$ cat src/rtl/riscv_pkg.sv
// Shared fetch-stage types and constants for the RISC-V front end.
package riscv_pkg;

    typedef enum logic [2:0] {
        ST_IDLE,
        ST_REQ,
        ST_WAIT,
        ST_HOLD,
        ST_HALTED
    } fetch_state_e;

    localparam logic [31:0] RESET_PC_DEFAULT = 32'h0000_0000;
    localparam logic [31:0] INSTR_BYTES      = 32'd4;

endpackage

$ cat src/rtl/fetch_sequencer.sv
// Single-outstanding instruction fetch sequencer: PC register, request FSM,
// one-entry holding register toward decode, branch redirect and squash handling.
module fetch_sequencer
    import riscv_pkg::*;
#(
    parameter logic [31:0] RESET_PC         = RESET_PC_DEFAULT,
    parameter bit          HALT_ON_MISALIGN = 1'b1
) (
    input  logic        clk,
    input  logic        rst,
    output logic        imem_req,
    output logic [31:0] imem_addr,
    input  logic        imem_gnt,
    input  logic        imem_rvalid,
    input  logic [31:0] imem_rdata,
    output logic        if_valid,
    output logic [31:0] if_instr,
    output logic [31:0] if_pc,
    input  logic        if_ready,
    input  logic        br_valid,
    input  logic        br_taken,
    input  logic [31:0] br_target,
    input  logic        halt,
    output logic        flush,
    output logic        misalign_err
);

    fetch_state_e state, state_n;
    logic [31:0]  pc, pc_n;
    logic         squash, squash_n;
    logic         err_n;
    logic         capture;
    logic         redirect, misaligned, stop, accept;
    fetch_state_e entry;

    always_ff @(posedge clk) begin
        if (rst) begin
            state        <= ST_IDLE;
            pc           <= RESET_PC;
            squash       <= 1'b0;
            misalign_err <= 1'b0;
            if_instr     <= '0;
            if_pc        <= '0;
        end else begin
            state        <= state_n;
            pc           <= pc_n;
            squash       <= squash_n;
            misalign_err <= err_n;
            if (capture) begin
                if_instr <= imem_rdata;
                if_pc    <= pc;
            end
        end
    end

    always_comb begin
        state_n  = state;
        pc_n     = pc;
        squash_n = squash;
        err_n    = misalign_err;
        capture  = 1'b0;

        // Once halted on a bad target, redirects are ignored until reset.
        redirect   = br_valid && br_taken && !(state == ST_HALTED && misalign_err);
        misaligned = (br_target[1:0] != 2'b00);
        stop       = redirect && misaligned && HALT_ON_MISALIGN;
        accept     = redirect && !stop;
        entry      = halt ? ST_HALTED : ST_REQ;

        if (redirect && misaligned) err_n = 1'b1;
        if (accept) pc_n = br_target;

        if (stop) begin
            state_n  = ST_HALTED;
            squash_n = 1'b0;
        end else begin
            unique case (state)
                ST_IDLE: state_n = entry;
                ST_REQ: begin
                    if (imem_gnt) begin
                        state_n = ST_WAIT;
                        if (accept) squash_n = 1'b1;
                    end else if (accept) begin
                        state_n = entry;
                    end
                end
                ST_WAIT: begin
                    // A redirect coinciding with rvalid discards that response
                    // exactly as a pending squash would.
                    if (imem_rvalid) begin
                        if (accept || squash) begin
                            squash_n = 1'b0;
                            state_n  = entry;
                        end else begin
                            capture = 1'b1;
                            pc_n    = pc + INSTR_BYTES;
                            state_n = ST_HOLD;
                        end
                    end else if (accept) begin
                        squash_n = 1'b1;
                    end
                end
                ST_HOLD: begin
                    if (accept || if_ready) state_n = entry;
                end
                ST_HALTED: begin
                    if (!accept && !halt && !misalign_err) state_n = ST_REQ;
                end
                default: state_n = ST_IDLE;
            endcase
        end
    end

    assign imem_req  = (state == ST_REQ);
    assign imem_addr = pc;
    assign if_valid  = (state == ST_HOLD);
    assign flush     = accept && !rst;

endmodule

$ cat config.mk
export PLATFORM = sky130hd
export DESIGN_NAME = fetch_sequencer
export DESIGN_NICKNAME = d
export VERILOG_FILES = /design/src/rtl/riscv_pkg.sv /design/src/rtl/fetch_sequencer.sv
export SDC_FILE = /design/constraint.sdc
export NUM_CORES = 1
export LEC_CHECK = 0
export CAP_MARGIN = 20
export CORE_UTILIZATION = 40
export CTS_CLUSTER_DIAMETER = 120
export CTS_CLUSTER_SIZE = 40
export DETAILED_ROUTE_END_ITERATION = 10
export DONT_BUFFER_PORTS = 1
export SLEW_MARGIN = 30
export SYNTH_ARGS = -nofsm -noshare
export SYNTH_HDL_FRONTEND = slang
export SYNTH_SLANG_ARGS = --single-unit
$ cat constraint.sdc
create_clock -name clk -period 2.3 [get_ports clk]
set_clock_uncertainty 0.15 [all_clocks]
set_input_delay 0 -clock clk [delete_from_list [all_inputs] [get_ports clk]]
set_output_delay 0 -clock clk [all_outputs]
set_load 0.01 [all_outputs]
==> qor.yml <==
num_vias: 4432
ys_seq_area_frac: 0.466
synthSimpleGateAreaFrac: 0.286
finalHoldViolCount: 0
synth_nets: 637
insertedDiodeCount: 0
dieHeight_um: 106
grt_pass1_wl_um: 21100
tightest_slew_ns: 0.533
syn-instance-count: 564
drv_cap: 0
drt-pass1-iter-count: 5
cp-end-kind: "flop"
ys_types: 50
synth_edf_count: 0
critical_path.max_fanout: 2
post-route-util: 0.557
final_cell_mix: "nand2_1 (154), a21oi_1 (88), dfxtp_1 (86), dlygate4sd3_1 (74), buf_4 (52)"
avgRoutedWirePerCell_um: 16.3
clockBufferDepth: 2
ys_seq_elements: 101
synth_top_family_by_area: "simple AND/OR/NAND/NOR gates"
detail-route-antenna-nets: 0
cp.required_ns: 2.45
ys_warn_count: 0
n_fill_cell: 990
placeableCoreArea_sq_um: 10400
grt_pass1_vias: 4414
synthAdderAreaFrac: 0.00288
drive_above_1_share: 0.145
syn_to_final_growth_pct: 33.6
clockRootBuffer: "clkbuf_8"
hold_path.class: "input port to flop"
r2r_start: "imem_addr[14]$_SDFF_PP0_"
initial_utilization: 0.417
crit_type: "flop to flop"
slew_violations: 0
drtIter0Drc: 278
muxShareOfSynthArea: 0.00490
regArea_sq_um: 2050
gr-total-overflow: 0
min_from: "br_valid"
grt_max_degree: 101
crit_top_cell: "or4_4"
hpwl_um: 8640
cp.buffers_inverters: 0
synthArstFlopShare: 0
fp.dieW_um: 106
syn_area_sq_um: 4340
rows: 37
synth-compound-area-share: 0.201
num_io_pins: 172
antenna_found_initial: 0
crit_start: "imem_addr[14]$_SDFF_PP0_"
synth_ff_type: "dfxtp_1"
final_common_cell: "nand2_1"
clk_pin_slew_ns: 0.09
grtUsageTotal: 0.234
numPortBuffers: 0
gp_congestion: 0.835
start_kind: "flop"
path_cells: "nand4_2 -> or4_4 -> or4_4 -> or3_1 -> a31oi_1"
clock_latency_ns: 0.37
multi_input_area_sq_um: 2170
cp.arrival_ns: 2.35
outcome: "finished, final reports clean"
numCtsBuffers: 9
via_per_inst: 5.51
rsz0062_at_grt: "false"
finalSetupViolCount: 0
final_nets: 736
drt_wl_total_um: 13100
clock-sinks: 101
fp.dieArea_sq_um: 11300
period_share: 0.956
drc: 0
cpLargestDelayFamily: "simple AND/OR/NAND/NOR gates"
power_density_nw_per_um2: 589
synthXorXnorAreaFrac: 0
post-route-min-period_ns: 2.20
fmax_mhz: 455
ir_drop_v: 0.000283
ff2ff_setup_slack_ns: 0.10
htreeDepth: 3
cts_tree: "done"
cpPeakStageDelay_ns: 0.54
cpMaxStageDelayCell: "or4_4"
tns_ns: 0
p_leak_nw: 2.02
avgSynthCellArea_sq_um: 7.70
relSlewSlack: 0.641
## report_power, final
group | switching [mW] | internal (mW) | total (mW)
Combinational | 0.182 | 0.181 | 0.362
Sequential | 0.0338 | 1.78 | 1.81
Clock | 0.636 | 0.606 | 1.24
## kinds of logic after synthesis
group                    count (synthesis)
AND/OR/NAND/NOR                        266
AO/OA/AOI/OAI                          148
flip-flops                             101
buffers and inverters                   46
multiplexers                             2
adder cells (fa/ha/maj)                  1
## cells in the mapped netlist (all sizes together) (5+ instances only)
master / count / share of area
or3: 7 / 0.010
a21oi: 89 / 0.10
nand3: 13 / 0.018
a31oi: 11 / 0.016
inv: 7 / 0.0061
nand4: 12 / 0.024
o21ai: 12 / 0.014
nor3b: 5 / 0.0086
nor3: 7 / 0.0081
nand2: 154 / 0.13
nor4: 9 / 0.014
nor2: 39 / 0.034
dfxtp: 101 / 0.47
clkbuf: 38 / 0.033
a22oi: 6 / 0.010
## layout make-up
type | count | share of cell area
multi-input cells | 417 | 0.374
inverters | 7 | 0.00453
well taps | 136 | 0.0293
clock buffers | 11 | 0.0280
repair buffers | 127 | 0.200
clock inverters | 5 | 0.0108
flip-flops and latches | 101 | 0.354
## final timing paths
check,endpoint,cells past startpoint
max,imem_addr[31]$_SDFF_PP0_,5
min,if_pc[16]$_SDFFE_PP0P_,4
max reg2reg,imem_addr[31]$_SDFF_PP0_,5
min reg2reg,if_pc[8]$_SDFFE_PP0P_,2
## through the flow
stage	instances	total power [mW]	instance area (sq um)	hold slack [ns]	worst slack [ns]
floorplan	564	2.01	4370	-0.0216	0.00110
global placement	711	2.06	4770	-0.0876	0.113
detailed placement	711	2.06	4770	-0.0842	0.0973
CTS	802	3.45	5770	0.00142	0.0700
global route	804	3.56	5800	0.0308	0.0193
finish	804	3.42	5800	0.00170	0.102
## state kept, by name, indices dropped and copies added, names as in the netlist
signal        flops
state             3
imem_addr        32
if_instr         32
misalign_err      1
if_pc            32
squash            1
## what timing repair did
item,4_1_cts,5_1_grt
hold buffers,75,0
gates resized for setup,0,4
setup endpoints to repair,0,13
endpoints found under the hold margin,102,0
setup buffers,0,2
## per-layer routing
metal  track usage  routed length [um]
met4         0.111                 369
met1         0.274                5420
met5             0                   0
met3        0.0540                 899
met2         0.402                6410
## worst reg2reg max path: stages, from the launching register on
cell,delay (ns)
dfxtp_4,0.36
nand4_2,0.12
or4_4,0.54
or4_4,0.49
or3_1,0.31
a31oi_1,0.16
No activity file was read; power rests on OpenSTA's default activity.
